===== config.mk =====
export PLATFORM = sky130hd
export DESIGN_NAME = vram_port_arbiter
export DESIGN_NICKNAME = d
export VERILOG_FILES = /design/src/rtl/vram_port_arbiter.sv
export SDC_FILE = /design/constraint.sdc
export NUM_CORES = 1
export LEC_CHECK = 0
export CAP_MARGIN = 20
export CORE_MARGIN = 3
export CORE_UTILIZATION = 34
export CTS_CLUSTER_SIZE = 40
export DETAILED_ROUTE_END_ITERATION = 10
export PLACE_DENSITY_LB_ADDON = 0.25
export SLEW_MARGIN = 10
export SYNTH_ARGS = -nofsm -noshare
export SYNTH_HDL_FRONTEND = slang
export SYNTH_SLANG_ARGS = --single-unit

===== constraint.sdc =====
create_clock -name clk -period 4.53 [get_ports clk]
set_input_delay 0.906 -clock clk [delete_from_list [all_inputs] [get_ports clk]]
set_output_delay 0.906 -clock clk [all_outputs]
set_load 0.01 [all_outputs]

===== src/rtl/vram_port_arbiter.sv =====
// vram_port_arbiter: shares one single-port VRAM between the display fetch path (absolute priority)
// and a host port, routes 1-cycle read data back by tag and flags host starvation.
module vram_port_arbiter #(
  parameter int ADDR_W   = 19,
  parameter int DATA_W   = 6,
  parameter int MAX_WAIT = 1040
) (
  input  logic              clk,
  input  logic              rst,
  input  logic              disp_req_i,
  input  logic [ADDR_W-1:0] disp_addr_i,
  output logic              disp_valid_o,
  output logic [DATA_W-1:0] disp_data_o,
  input  logic              host_valid_i,
  input  logic              host_we_i,
  input  logic [ADDR_W-1:0] host_addr_i,
  input  logic [DATA_W-1:0] host_wdata_i,
  output logic              host_ready_o,
  output logic              host_rvalid_o,
  output logic [DATA_W-1:0] host_rdata_o,
  output logic              host_starve_o,
  output logic              mem_en_o,
  output logic              mem_we_o,
  output logic [ADDR_W-1:0] mem_addr_o,
  output logic [DATA_W-1:0] mem_wdata_o,
  input  logic [DATA_W-1:0] mem_rdata_i
);
  localparam int CW = $clog2(MAX_WAIT + 1);
  logic          disp_go, host_go;
  logic          disp_pend_q, host_pend_q, starve_q;
  logic [CW-1:0] wait_q, wait_d;
  always_comb begin
    disp_go       = ~rst & disp_req_i;
    host_go       = ~rst & ~disp_req_i & host_valid_i;
    mem_en_o      = disp_go | host_go;
    mem_we_o      = host_go & host_we_i;
    mem_addr_o    = disp_go ? disp_addr_i : host_go ? host_addr_i : '0;
    mem_wdata_o   = host_go ? host_wdata_i : '0;
    host_ready_o  = host_go;
    // Gating by rst discards a read issued just before reset
    disp_valid_o  = ~rst & disp_pend_q;
    host_rvalid_o = ~rst & host_pend_q;
    disp_data_o   = disp_valid_o ? mem_rdata_i : '0;
    host_rdata_o  = host_rvalid_o ? mem_rdata_i : '0;
    host_starve_o = ~rst & starve_q;
    wait_d        = (~host_valid_i | host_go) ? '0 :
                    (wait_q == CW'(MAX_WAIT)) ? wait_q : wait_q + 1'b1;
  end
  always_ff @(posedge clk) begin
    if (rst) begin
      disp_pend_q <= 1'b0;
      host_pend_q <= 1'b0;
      wait_q      <= '0;
      starve_q    <= 1'b0;
    end else begin
      disp_pend_q <= disp_go;
      host_pend_q <= host_go & ~host_we_i;
      wait_q      <= wait_d;
      starve_q    <= (wait_d == CW'(MAX_WAIT)) && (wait_q != CW'(MAX_WAIT));
    end
  end
endmodule


======== After elaboration in Yosys (flattened, before gate mapping) ========
Cells that the tools add are included.
word-level totals
  flip-flop bits (word level) ............. 14
  input port bits ......................... 55
  output and inout bits ................... 43
  logic and storage cells ................. 30
operators by class
  add/subtract/negate cells ............... 1
  equal/unequal tests ..................... 3
  mux-type cells .......................... 7
  bitwise gates (word level) .............. 14
  reductions and logical operators ........ 1
operators with widths
  kind                                           count
  two-way mux 19 bit                             2
  equality test 11 bit, second input constant    2
  two-way mux 11 bit                             2
  two-way mux 6 bit                              3
  adder 11 x 1 -> 11 bit, second input constant  1
  inequality test 11 bit, second input constant  1
  bitwise AND 1 bit                              8
  NOT 1 bit                                      4
  bitwise OR 1 bit                               2
  logical AND 1 bit                              1

======== Depth between registers and ports, before layout ========
Gate-level depths: netlist of the first run.
  depth in word-level cells ............... 7
  depth in mapped cells ................... 7
  gate-level depth less buffers ........... 7

======== Worst setup path after synthesis of the first run ========
Ideal clock, no wire load.
  path kind ............................... in2out
  start point ............................. input disp_req_i
  end point ............................... output mem_addr_o[17]
  data arrival time ....................... 1.934 ns
  data required time ...................... 3.624 ns
  slack ................................... 1.690 ns
  stages on the path ...................... 4
  path buffers ............................ 2
  cell sequence ........................... nor3b_1 clkbuf_1 clkbuf_1 a22o_1
between the ends
  cells in the longest elaborated chain, start to end .. 5
  elaborated cells between the ends (all ways) .. 6
  those cells by class .................... 2 x mux; 4 x bitwise
ends and longest elaborated chain
  element                           RTL line  text
  from (decl)                       10        input logic disp_req_i,
  NOT 1 bit                         34        host_go = ~rst & ~disp_req_i & host_valid_i;
  bitwise AND 1 bit (2 in series)   34
  named net host_ready_o            18        output logic host_ready_o,
  two-way mux 19 bit (2 in series)  37        mem_addr_o = disp_go ? disp_addr_i : host_go ? host_addr_i : '0;
  to (decl)                         24        output logic [ADDR_W-1:0] mem_addr_o,
The timed path passes the listed nets, and every way through them passes these cells.

======== Worst setup path in the final report of the first run ========
  start point ............................. input host_valid_i
  end point ............................... output mem_addr_o[13]
between the ends
  cells in the longest elaborated chain, start to end .. 3
ends and longest elaborated chain
  element                           RTL line  text
  from (decl)                       14        input logic host_valid_i,
  bitwise AND 1 bit                 34
  two-way mux 19 bit (2 in series)  37
No other way between the ends.

==> results.cfg, run 1 <==
[worst_setup_path]
critical_path_class = in -> out
critPathArrivalTime_ps = 3040
start_kind = input pin
r2r_setup_slack_ps = 2650
cp_max_fo = 19
worst_ep_required_time_ps = 3620
worst_setup_path_end_kind = output port

[global_routing]
antenna_found_initial = 0
grt_max_degree = 24
grt_first_pass_wirelength_um = 6710
globalRouteTotalUtil_pct = 20.9
grt_overflow_total = 0
grt_pass1_vias = 1488

[synth]
synth_cell_type_count = 35
yosys.area.top_type_share_pct = 24.8
synth_area_leaders = dfxtp_1, a22o_1, and2_1, xnor2_1, nor2_1
ys_top_cells_by_count = a22o_1, and2_1, nor2_1, dfxtp_1, xnor2_1
yosys.area_share.simple_pct = 38.0
synthArstFlopShare_pct = 0
syn_area_um2 = 1130
synth_seq_area_share_pct = 24.8
synth-edff-count = 0
synth_top_family_by_area = simple AND/OR/NAND/NOR gates
yosysWarnings = 0
synth_fa_ha_area_share_pct = 2.21
avgSynthCellArea_um2 = 8.21
synth_compound_area_share_pct = 19.2
synth_top_area_cell = dfxtp_1
ys.flop_type = dfxtp_1
synth_mux_area_share_pct = 1.33
netlist_instances = 138
synth-xor-area-share_pct = 8.51
syn_nets = 195
ys_ff_latch = 14

[finish]
drive_gt1_share_pct = 5.65
fin_nets = 289
antenna_cells = 0
area_growth_syn_to_layout_pct = 89.4
post-route-util_pct = 69.1
fillers = 252
final_cells = 274

[detailed_routing]
drt-total-wl_um = 4110
drc = 0
drt-initial-drc-count = 99
dr.pass1.iters = 4
vias = 1350
wire_per_inst_um = 15.0
vias_per_cell = 4.93
drtAntennaViolNets = 0

[floorplanning]
die-height_um = 63.7
core_region_area_um2 = 3100
ioPinCount = 98
die_w_um = 63.7
rows = 20
start_util_pct = 36.5
die-area_um2 = 4060

[timing]
finalCritPeriodShare_pct = 87.2
setup_viol = 0
max_freq_mhz = 253
worstMarginPinSlew_ps = 636
rsz0062_at_grt = false
period_needed_ps = 3950
relSlewSlack_pct = 57.4
setup_tns_ps = 0
hold_viol_final = 0
finClkSkew_ps = 4.91
maxSlewViolCount = 0

[placed_design]
io_buffers = 97
gp_routability_congestion = 0.858
place_hpwl_um = 3520
place_inst = 271

[clock_network]
clockBufferDepth = 2
cts_resized = 0
clkSlewWorstSetupHoldPaths_ps = 70
cts_tree = done
cts_inserted_buffers = 3
cts_sinks = 14
cts-root-buf = clkbuf_4
postCtsHoldBufs = 0
post_cts_buffers = 0
worstSkewPairLatency_ps = 280
htreeDepth = 1

[power_and_ir_drop]
p_per_area_nw_per_um2 = 144
peakVddDrop_v = 0.0000769
leakage_nw = 0.760

[job]
cap_violations = 0

[status]
status = complete, no violations

[worst_hold_path]
hold_path_class = reg -> reg
-- path summary, 6_finish.rpt --
| check | endpoint | startpoint | cells after the start |
|---|---|---|---|
| setup / recovery | mem_addr_o[13] | host_valid_i | 5 |
| hold / removal | wait_q[9] | wait_q[9] | 2 |
| setup reg to reg | starve_q | wait_q[0] | 6 |
| hold reg to reg | wait_q[9] | wait_q[9] | 2 |
-- power by group --
part           switching, mW  leakage [nW]  internal [mW]
clock                 0.0380        0.0138         0.0308
sequential          0.000998         0.113          0.124
combinational         0.0370         0.633         0.0786
total                 0.0759         0.760          0.234
-- per-layer routing --
layer / up-vias / track usage, % / routed length (um)
met5: - / 0 / 0
li1: 668 / - / -
met3: 11 / 6.60 / 320
met1: 609 / 22.6 / 1590
met2: 62 / 37.0 / 2090
met4: 0 / 9.16 / 103
-- kinds of logic after synthesis --
logic type	count (synthesis)
muxes	1
xor gates and xnor gates	11
and+or+nand+nor	71
buffers and inverters	13
DFF	14
adders and majority gates	2
AOI/OAI and AO/OA	26
-- critical path, cell delays in order --
cell	delay [ps]
clkdlybuf4s50_1	520
nor3b_2	560
buf_4	330
a22o_1	180
clkdlybuf4s50_1	550
-- through the flow --
stage / power (mW) / hold WS [ps] / cell area (um^2) / setup slack (ps)
final: 0.309 / 596 / 2140 / 579
after global routing: 0.323 / 642 / 2140 / 444
after CTS: 0.315 / 597 / 2140 / 583
after detailed placement: 0.244 / 576 / 2120 / 586
after global placement: 0.242 / 574 / 2120 / 641
after floorplan: 0.160 / 546 / 1130 / 1690
-- cells in the final DEF, fill, tap and decap left out, types with 2 or more instances in the layout --
| cell type | n |
|---|---|
| buf_4 | 2 |
| nor3_1 | 3 |
| and2_1 | 19 |
| a21oi_1 | 2 |
| nor2b_1 | 6 |
| clkdlybuf4s50_1 | 97 |
| nand4_1 | 2 |
| xnor2_1 | 8 |
| ha_1 | 2 |
| xor2_1 | 3 |
| inv_1 | 3 |
| nor2_1 | 15 |
| clkbuf_4 | 3 |
| dfxtp_1 | 14 |
| nand3_1 | 6 |
| nand2_1 | 7 |
| o2111ai_1 | 2 |
| a22o_1 | 19 |
-- area by class of cell --
type | instances | area (um^2) | share of cell area (%)
Multi-Input combinational cell | 111 | 790 | 36.8
Clock buffer | 3 | 22.5 | 1.05
Sequential cell | 14 | 280 | 13.1
Timing Repair Buffer | 99 | 986 | 46.0
Tap cell | 44 | 55.1 | 2.57
Inverter | 3 | 11.3 | 0.525
-- state kept, by name (all words and copies together) (netlist names) --
| signal | count |
|---|---|
| starve_q | 1 |
| wait_q | 11 |
| disp_pend_q | 1 |
| host_pend_q | 1 |
No activity file was read; power rests on OpenSTA's default activity.
==> run 2, diff against run 1 <==
--- a/config.mk
+++ b/config.mk
@@ -5,6 +5,7 @@
 export SDC_FILE = /design/constraint.sdc
 export NUM_CORES = 1
 export LEC_CHECK = 0
+export ABC_CLOCK_PERIOD_IN_PS = 4530
 export CAP_MARGIN = 20
 export CORE_MARGIN = 3
 export CORE_UTILIZATION = 34
==> results of run 2 <==
The final DEF is identical to that of run 1; final timing and power are the same.
==> run 3, diff against run 2 <==
--- a/config.mk
+++ b/config.mk
@@ -7,8 +7,10 @@
 export LEC_CHECK = 0
 export ABC_CLOCK_PERIOD_IN_PS = 4530
 export CAP_MARGIN = 20
+export CELL_PAD_IN_SITES_DETAIL_PLACEMENT = 2
+export CELL_PAD_IN_SITES_GLOBAL_PLACEMENT = 2
 export CORE_MARGIN = 3
-export CORE_UTILIZATION = 34
+export CORE_UTILIZATION = 16
 export CTS_CLUSTER_SIZE = 40
 export DETAILED_ROUTE_END_ITERATION = 10
 export PLACE_DENSITY_LB_ADDON = 0.25
==> results.cfg, run 3 (synthesis results as in run 1) <==
[status]
status = complete, no violations

[detailed_routing]
vias_per_cell = 4.21
vias = 1378
drt-total-wl_um = 4930
drtAntennaViolNets = 0
drc = 0
drt-initial-drc-count = 23
wire_per_inst_um = 15.1
dr.pass1.iters = 4

[timing]
setup_viol = 0
whs_ps = 596
setup_tns_ps = 0
period_needed_ps = 3590
finClkSkew_ps = 0.798
worstMarginPinSlew_ps = 419
hold_viol_final = 0
rsz0062_at_grt = false
finalWorstSetupSlack_ps = 937
relSlewSlack_pct = 71.8
maxSlewViolCount = 0
max_freq_mhz = 278
finalCritPeriodShare_pct = 79.3

[global_routing]
grt_overflow_total = 0
grt_pass1_vias = 1567
grt_first_pass_wirelength_um = 7820
grt_max_degree = 30
globalRouteTotalUtil_pct = 12.0
antenna_found_initial = 0

[clock_network]
worstSkewPairLatency_ps = 250
postCtsHoldBufs = 0
cts_resized = 0
cts_tree = done
clkSlewWorstSetupHoldPaths_ps = 60
cts_sinks = 14
post_cts_buffers = 0
cts-root-buf = clkbuf_8
cts_inserted_buffers = 3
htreeDepth = 1
clockBufferDepth = 2

[power_and_ir_drop]
switching_share_pct = 23.6
combPwrFrac_pct = 31.6
peakVddDrop_v = 0.0000789
p_int_mw = 0.280
leakage_nw = 0.775
power_mw = 0.366
p_switching_mw = 0.0863
p_per_area_nw_per_um2 = 163
pwr-share-clk_pct = 34.1
power_frac_seq_pct = 34.3

[worst_setup_path]
r2r-end = starve_q
critPathArrivalTime_ps = 2690
critical_path_class = in -> out
rr_worst_depth = 6
worst_setup_path_end_kind = output port
worst_ep_required_time_ps = 3620
r2r_setup_slack_ps = 2530
cp_max_fo = 29
start_kind = input pin
timing.rr.start = wait_q[0]

[floorplanning]
start_util_pct = 16.6
core_region_area_um2 = 6830
rows = 30
die-height_um = 90.1
die-area_um2 = 8120
die_w_um = 90.1
ioPinCount = 98

[placed_design]
io_buffers = 97
gp_routability_congestion = 0.684
detailed_place.area_um2 = 2190
place_inst = 323
place_hpwl_um = 4140
place_ws_ps = 892

[finish]
stdcell_area_um2 = 2240
drive_gt1_share_pct = 6.06
post-route-util_pct = 32.8
largest_reg_flops = 11
final_common_cell = clkdlybuf4s50_1
fin_nets = 289
antenna_cells = 0
area_growth_syn_to_layout_pct = 98.0
final_cell_mix = clkdlybuf4s50_1, and2_1, a22o_1
regMostFlops = wait_q
final_cells = 327

[worst_hold_path]
hold_path_class = reg -> reg
hold_end = wait_q[10]
hold_depth = 2
hold_start = wait_q[10]

[job]
cap_violations = 0
-- run 3: cell count changes in the layout (fill, tap and decap cells not counted) --
cell      change
clkbuf_4      -3
clkbuf_8      +4
-- run 3: metal layers --
layer | up-vias | global-route usage (%) | part of all wire (%)
li1 | 667 | - | -
met1 | 640 | 13.7 | 42
met2 | 69 | 20.0 | 45
met3 | 2 | 6.69 | 12
met4 | 0 | 1.53 | 0.39
met5 | - | 0 | 0
-- run 3: how the worst max path moves through the flow --
stage | startpoint | to | slack (ps) | cells after the start
2_1_floorplan | disp_req_i | mem_addr_o[17] | 1690 | 4
3_3_place_gp | rst | mem_addr_o[10] | 920 | 5
3_5_place_dp | rst | mem_addr_o[10] | 890 | 5
4_1_cts | rst | mem_addr_o[10] | 880 | 5
5_1_grt | rst | mem_addr_o[10] | 820 | 5
6_report | rst | mem_addr_o[10] | 940 | 5
-- run 3: worst max-delay path: stages --
cell and delay [ps]:
clkdlybuf4s50_1 510, nor3b_2 190, buf_4 300, a22o_1 190, clkdlybuf4s50_1 580
-- run 3: cell type report --
class | count | area, um^2
clock buffer | 4 | 55.1
fill | 796 | 4590
inverter | 3 | 11.3
multi-input combinational | 111 | 790
sequential | 14 | 280
tap | 96 | 120
timing repair buffer | 99 | 986
-- run 3: power by group through the flow --
stage               clock network (mW)  logic (mW)  registers, mW
global placement                     0       0.116          0.128
floorplan                            0      0.0320          0.128
CTS                              0.132       0.118          0.125
detailed placement                   0       0.117          0.128
global route                     0.137       0.125          0.126
finish                           0.125       0.116          0.125
